File: config.mk
export PLATFORM = sky130hd
export DESIGN_NAME = pe_array_sequencer
export DESIGN_NICKNAME = d
export VERILOG_FILES = /design/src/rtl/pe_array_sequencer.sv
export SDC_FILE = /design/constraint.sdc
export NUM_CORES = 1
export LEC_CHECK = 0
export CAP_MARGIN = 10
export CORE_MARGIN = 2
export CORE_UTILIZATION = 46
export CTS_BUF_LIST = sky130_fd_sc_hd__clkbuf_16
export DETAILED_ROUTE_END_ITERATION = 8
export PLACE_DENSITY_LB_ADDON = 0.25
export SYNTH_ARGS = -nofsm -noshare
export SYNTH_HDL_FRONTEND = slang
export SYNTH_SLANG_ARGS = --single-unit
File: constraint.sdc
create_clock -name clk_i -period 3.4 [get_ports clk_i]
set_input_delay 0.51 -clock clk_i [delete_from_list [all_inputs] [get_ports clk_i]]
set_output_delay 0.51 -clock clk_i [all_outputs]
set_load 0.02 [all_outputs]
File: src/rtl/pe_array_sequencer.sv
// ---------------------------------------------------------------------------
// pe_array_sequencer
//
// Job-level sequencer that sits between the host/DMA command path and the
// PE-array control FSM. It accepts one convolution job per valid/ready
// handshake. It then drives the control block's rst/load/ready/start_op
// inputs in the required order, and it generates the weight-fetch address
// stream during the load phase.
//
// Ports:
//   clk_i, rst_i            clock (rising edge) and synchronous active-high reset
//   cmd_valid_i/ready_o     job command handshake
//   cmd_column_num_i        active columns of the job
//   cmd_f_sel_i             filter select of the job
//   cmd_en_adder_1/2_i      adder enables of the job
//   cmd_load_cycles_i       load-phase length (0 behaves as 1)
//   cmd_run_cycles_i        run-phase length (0 behaves as 1)
//   abort_i                 terminate the current job
//   ctl_rst/load/ready/start_op_o   control FSM inputs
//   column_num_o, f_sel_o, en_adder_1/2_o   latched job fields
//   wgt_rd_en_o, wgt_rd_addr_o  weight-buffer read port
//   run_cnt_o               elapsed run cycles of the current job
//   busy_o                  job in progress
//   done_o, aborted_o       one-cycle completion pulses
// ---------------------------------------------------------------------------
module pe_array_sequencer #(
  parameter int N             = 3,
  parameter int NUM_COL_WIDTH = $clog2(N),
  parameter int SEL_WIDTH     = $clog2(N),
  parameter int CNT_WIDTH     = 16
) (
  input  logic                     clk_i,
  input  logic                     rst_i,
  input  logic                     cmd_valid_i,
  output logic                     cmd_ready_o,
  input  logic [NUM_COL_WIDTH-1:0] cmd_column_num_i,
  input  logic [SEL_WIDTH-1:0]     cmd_f_sel_i,
  input  logic                     cmd_en_adder_1_i,
  input  logic                     cmd_en_adder_2_i,
  input  logic [CNT_WIDTH-1:0]     cmd_load_cycles_i,
  input  logic [CNT_WIDTH-1:0]     cmd_run_cycles_i,
  input  logic                     abort_i,
  output logic                     ctl_rst_o,
  output logic                     ctl_load_o,
  output logic                     ctl_ready_o,
  output logic                     ctl_start_op_o,
  output logic [NUM_COL_WIDTH-1:0] column_num_o,
  output logic [SEL_WIDTH-1:0]     f_sel_o,
  output logic                     en_adder_1_o,
  output logic                     en_adder_2_o,
  output logic                     wgt_rd_en_o,
  output logic [CNT_WIDTH-1:0]     wgt_rd_addr_o,
  output logic [CNT_WIDTH-1:0]     run_cnt_o,
  output logic                     busy_o,
  output logic                     done_o,
  output logic                     aborted_o
);

  typedef enum logic [2:0] {
    S_IDLE,
    S_CLR,
    S_LOAD,
    S_ARM,
    S_RUN,
    S_FIN,
    S_ABT
  } stateT;

  stateT r_state;
  stateT w_nextState;

  logic [CNT_WIDTH-1:0]     r_loadLen;
  logic [CNT_WIDTH-1:0]     r_runLen;
  logic [CNT_WIDTH-1:0]     r_addr;
  logic [CNT_WIDTH-1:0]     r_runCnt;
  logic [NUM_COL_WIDTH-1:0] r_columnNum;
  logic [SEL_WIDTH-1:0]     r_fSel;
  logic                     r_enAdder1;
  logic                     r_enAdder2;

  logic w_accept;
  logic w_loadLast;
  logic w_runLast;

  // A job is accepted only while idle; cmd_ready_o is itself a pure decode
  // of the IDLE state. The "last cycle" flags compare against the stored
  // length minus one over the full counter width. Because a stored length is
  // never zero, the subtraction cannot wrap, and a maximum-length job runs to
  // completion.
  assign w_accept   = (r_state == S_IDLE) && cmd_valid_i;
  assign w_loadLast = (r_addr == (r_loadLen - CNT_WIDTH'(1)));
  assign w_runLast  = (r_runCnt == (r_runLen - CNT_WIDTH'(1)));

  // State register. Reset is synchronous and overrides everything else,
  // even in the middle of a job.
  always_ff @(posedge clk_i) begin
    if (rst_i) begin
      r_state <= S_IDLE;
    end else begin
      r_state <= w_nextState;
    end
  end

  // Next-state logic and output decode. Every output comes only from the
  // registered state, so there is no combinational path from any input to
  // any output. In the active phases, abort is checked first. As a result,
  // an abort that arrives on the final LOAD or RUN cycle still wins over the
  // normal phase advance.
  always_comb begin
    w_nextState    = r_state;
    cmd_ready_o    = 1'b0;
    busy_o         = 1'b1;
    ctl_rst_o      = 1'b0;
    ctl_load_o     = 1'b0;
    ctl_ready_o    = 1'b0;
    ctl_start_op_o = 1'b0;
    wgt_rd_en_o    = 1'b0;
    done_o         = 1'b0;
    aborted_o      = 1'b0;
    case (r_state)
      S_IDLE: begin
        cmd_ready_o = 1'b1;
        busy_o      = 1'b0;
        if (cmd_valid_i) begin
          w_nextState = S_CLR;
        end
      end
      S_CLR: begin
        ctl_rst_o   = 1'b1;
        w_nextState = abort_i ? S_ABT : S_LOAD;
      end
      S_LOAD: begin
        ctl_load_o  = 1'b1;
        wgt_rd_en_o = 1'b1;
        if (abort_i) begin
          w_nextState = S_ABT;
        end else if (w_loadLast) begin
          w_nextState = S_ARM;
        end
      end
      S_ARM: begin
        ctl_ready_o = 1'b1;
        w_nextState = abort_i ? S_ABT : S_RUN;
      end
      S_RUN: begin
        ctl_start_op_o = 1'b1;
        if (abort_i) begin
          w_nextState = S_ABT;
        end else if (w_runLast) begin
          w_nextState = S_FIN;
        end
      end
      S_FIN: begin
        ctl_rst_o   = 1'b1;
        done_o      = 1'b1;
        w_nextState = S_IDLE;
      end
      S_ABT: begin
        ctl_rst_o   = 1'b1;
        aborted_o   = 1'b1;
        w_nextState = S_IDLE;
      end
      default: begin
        w_nextState = S_IDLE;
      end
    endcase
  end

  // Job datapath. On accept, the command fields are latched, and zero
  // lengths are stored as one. The fields then hold until the next accept.
  // The weight address advances only while LOAD continues, and it returns to
  // zero on any exit from LOAD. The run counter clears on accept and
  // advances only while RUN continues. It is left alone otherwise, so after
  // FIN or an abort it keeps showing the last value it reached.
  always_ff @(posedge clk_i) begin
    if (rst_i) begin
      r_loadLen   <= '0;
      r_runLen    <= '0;
      r_addr      <= '0;
      r_runCnt    <= '0;
      r_columnNum <= '0;
      r_fSel      <= '0;
      r_enAdder1  <= 1'b0;
      r_enAdder2  <= 1'b0;
    end else begin
      if (w_accept) begin
        r_columnNum <= cmd_column_num_i;
        r_fSel      <= cmd_f_sel_i;
        r_enAdder1  <= cmd_en_adder_1_i;
        r_enAdder2  <= cmd_en_adder_2_i;
        r_loadLen   <= (cmd_load_cycles_i == '0) ? CNT_WIDTH'(1) : cmd_load_cycles_i;
        r_runLen    <= (cmd_run_cycles_i == '0) ? CNT_WIDTH'(1) : cmd_run_cycles_i;
        r_runCnt    <= '0;
      end else if ((r_state == S_RUN) && (w_nextState == S_RUN)) begin
        r_runCnt <= r_runCnt + CNT_WIDTH'(1);
      end

      if ((r_state == S_LOAD) && (w_nextState == S_LOAD)) begin
        r_addr <= r_addr + CNT_WIDTH'(1);
      end else begin
        r_addr <= '0;
      end
    end
  end

  // The latched fields and counters are presented directly to the outputs.
  assign column_num_o  = r_columnNum;
  assign f_sel_o       = r_fSel;
  assign en_adder_1_o  = r_enAdder1;
  assign en_adder_2_o  = r_enAdder2;
  assign wgt_rd_addr_o = r_addr;
  assign run_cnt_o     = r_runCnt;

endmodule

==> impl_metrics.yaml <==
worst_setup_path:
  startpoint: "r_runLen[0]"
  arrival_ps: 3440
  worst_setup_path_end_kind: "register"
  crit_required_ps: 3660
  timing.rr.start: "r_runLen[0]"
  path_max_fanout: 16
  critPathKind: "reg2reg"
  startpoint_type: "register"
sta:
  fmax_mhz: 314
  setup_violations: 0
  post-route-period-util_pct: 93.7
  period_minus_slack_ps: 3190
  hold_viol_final: 0
  hold_ws_ps: 451
  final_max_slew_viol_count: 0
  slew-limit-headroom_pct: 23.1
  rsz0062_at_grt: "no"
  tightestPinTransition_ps: 1150
  fin_tns_setup_ps: 0
  fin_skew_ps: 8.15
layout:
  nNetsFinal: 622
  finish.utilization_pct: 62.0
  syn2layout_area_growth_pct: 31.8
  drive_gt1_share_pct: 7.24
  diodes: 0
  n_fill_cell: 790
clock_network:
  cts_buffer_depth: 2
  clkTransAtPathRegs_ps: 60
  cts_tree: "built"
  insertion_delay_ps: 330
  cts_buffers: 9
  clock_sinks: 73
  cts_max_level: 3
  cts_setup_buffers: 0
  clockRootBuffer: "clkbuf_16"
global_route:
  grt_pass1_wl_um: 18200
  antenna_found_initial: 0
  first_global_vias: 3643
  grt_max_degree: 28
  overflow: 0
  track_usage_pct: 23.0
outcome:
  status: "finished, final reports clean"
pwr:
  peakVddDrop_mv: 0.383
  p_leak_nw: 1.95
  p_per_area_nw_per_um2: 484
synth:
  ys_async_sr_fraction_pct: 0
  synth_area_leaders: "dfxtp_1 (36%), xor2_1 (6.4%), xnor2_1 (6.0%), nand2_1 (5.6%), a21oi_1 (4.0%)"
  syn_area_um2: 4090
  synth_edf_count: 0
  yosys_warnings: 0
  synth_ff_type: "dfxtp_1"
  yosys_register_bits: 73
  syn_inst: 490
  synth_top_area_cell: "dfxtp_1"
  synth_common_cells: "dfxtp_1 (73), nand2_1 (61), nor2_1 (35)"
  synth.top_cell.area_share_pct: 35.8
  postSynthAreaPerCell_um2: 8.34
  ys_seq_area_share_pct: 35.8
  synth_nets: 536
  yosysMostFrequentCell: "dfxtp_1"
  ys_types: 60
detailed_routing:
  drt-initial-drc-count: 243
  drt_wl_total_um: 10900
  firstDrtPassIters: 5
  wl_per_cell_um: 15.8
  dr_total_vias: 3915
  route.detailed.drc: 0
  via_per_inst: 5.69
  postRouteAntennaNets: 0
min_path:
  hp-start: "column_num_o[0]"
  hold_class: "reg2reg"
floorplanning:
  die_h_um: 98.2
  pin_count: 89
  num_rows: 34
  die_area_um2: 9650
  die_x_um: 98.2
  start_util_pct: 47.1
  core_um2: 8680
place:
  port_buffers: 88
  dp_hpwl_um: 8230
  place.gp.congestion: 0.903
job:
  cap_violations: 0
what timing repair did:
item	CTS	global route
resized for setup	0	2
hold endpoints to repair	0	0
endpoints found under the setup margin	0	6
hold buffers	0	0
sequential cells by signal (all words and copies together), names as in the netlist:
signal,cells
r_state,3
column_num_o,2
en_adder_1_o,1
r_loadLen,16
r_runLen,16
run_cnt_o,16
wgt_rd_addr_o,16
f_sel_o,2
en_adder_2_o,1
layout make-up:
class,count,area [um2],area share [%]
Clock buffer,9,225,4.18
Clock inverter,6,83.8,1.56
Inverter,11,41.3,0.767
Multi-Input combinational cell,381,2460,45.8
Sequential cell,73,1460,27.2
Tap cell,108,135,2.51
Timing Repair Buffer,100,971,18.0
placed cells by master (no fill, tap or decap), types with 13 or more instances in the layout:
| cell | n |
|---|---|
| clkdlybuf4s50_1 | 88 |
| dfxtp_1 | 73 |
| nand2_1 | 61 |
| nor2_1 | 35 |
| a21oi_1 | 33 |
| xor2_1 | 30 |
| xnor2_1 | 28 |
| nand3_1 | 20 |
| o21ai_0 | 14 |
| nor4_1 | 13 |
| nand4_1 | 13 |
kinds of logic after synthesis:
family | synth area share [%]
AO/OA/AOI/OAI | 15.8
XOR/XNOR | 13.0
adder cells (fa/ha/maj) | 1.47
buffers and inverters | 4.07
flip-flops | 35.8
multiplexers | 0.766
AND/OR/NAND/NOR | 29.2
where the power goes:
| group | total (mW) | internal, mW | switching [mW] |
|---|---|---|---|
| sequential | 0.982 | 0.908 | 0.0744 |
| clock | 0.986 | 0.634 | 0.352 |
| combinational | 0.634 | 0.308 | 0.327 |
per-stage QoR:
| stage | setup WS (ps) | std cells | area [um2] | total power [mW] |
|---|---|---|---|---|
| final | 213 | 688 | 5380 | 2.60 |
| after global routing | 66.1 | 688 | 5380 | 2.74 |
| after CTS | 208 | 688 | 5380 | 2.62 |
| after detailed placement | 235 | 673 | 5070 | 1.63 |
| after global placement | 379 | 673 | 5070 | 1.61 |
| after floorplan | 235 | 490 | 4090 | 1.41 |
worst paths after layout:
check | to | cells past startpoint | slack, ps
worst max-delay path | wgt_rd_addr_o[7] | 10 | 210
worst max register to register | wgt_rd_addr_o[7] | 10 | 210
worst min register to register | column_num_o[0] | 2 | 450
worst min-delay path | column_num_o[0] | 2 | 450
critical path: stages, from the launching register on:
cell and delay, ps:
dfxtp_1 380, inv_1 120, ha_1 160, or4b_4 490, or4_1 500, and4_1 200, o21ai_1 120, nand4b_4 210
nand2_4 100, or4_4 620, nor2_1 190
per-layer routing:
layer  up-vias  wire, um  share of wire, %  global-route usage (%)
met3        14       693               6.4                    4.29
met1      1816      5170                48                    32.7
met5         -         0                 0                       0
met2       140      4810                44                    35.2
li1       1945         -                 -                       -
met4         0       176               1.6                    8.11
Power figures use the tool's default switching activity.
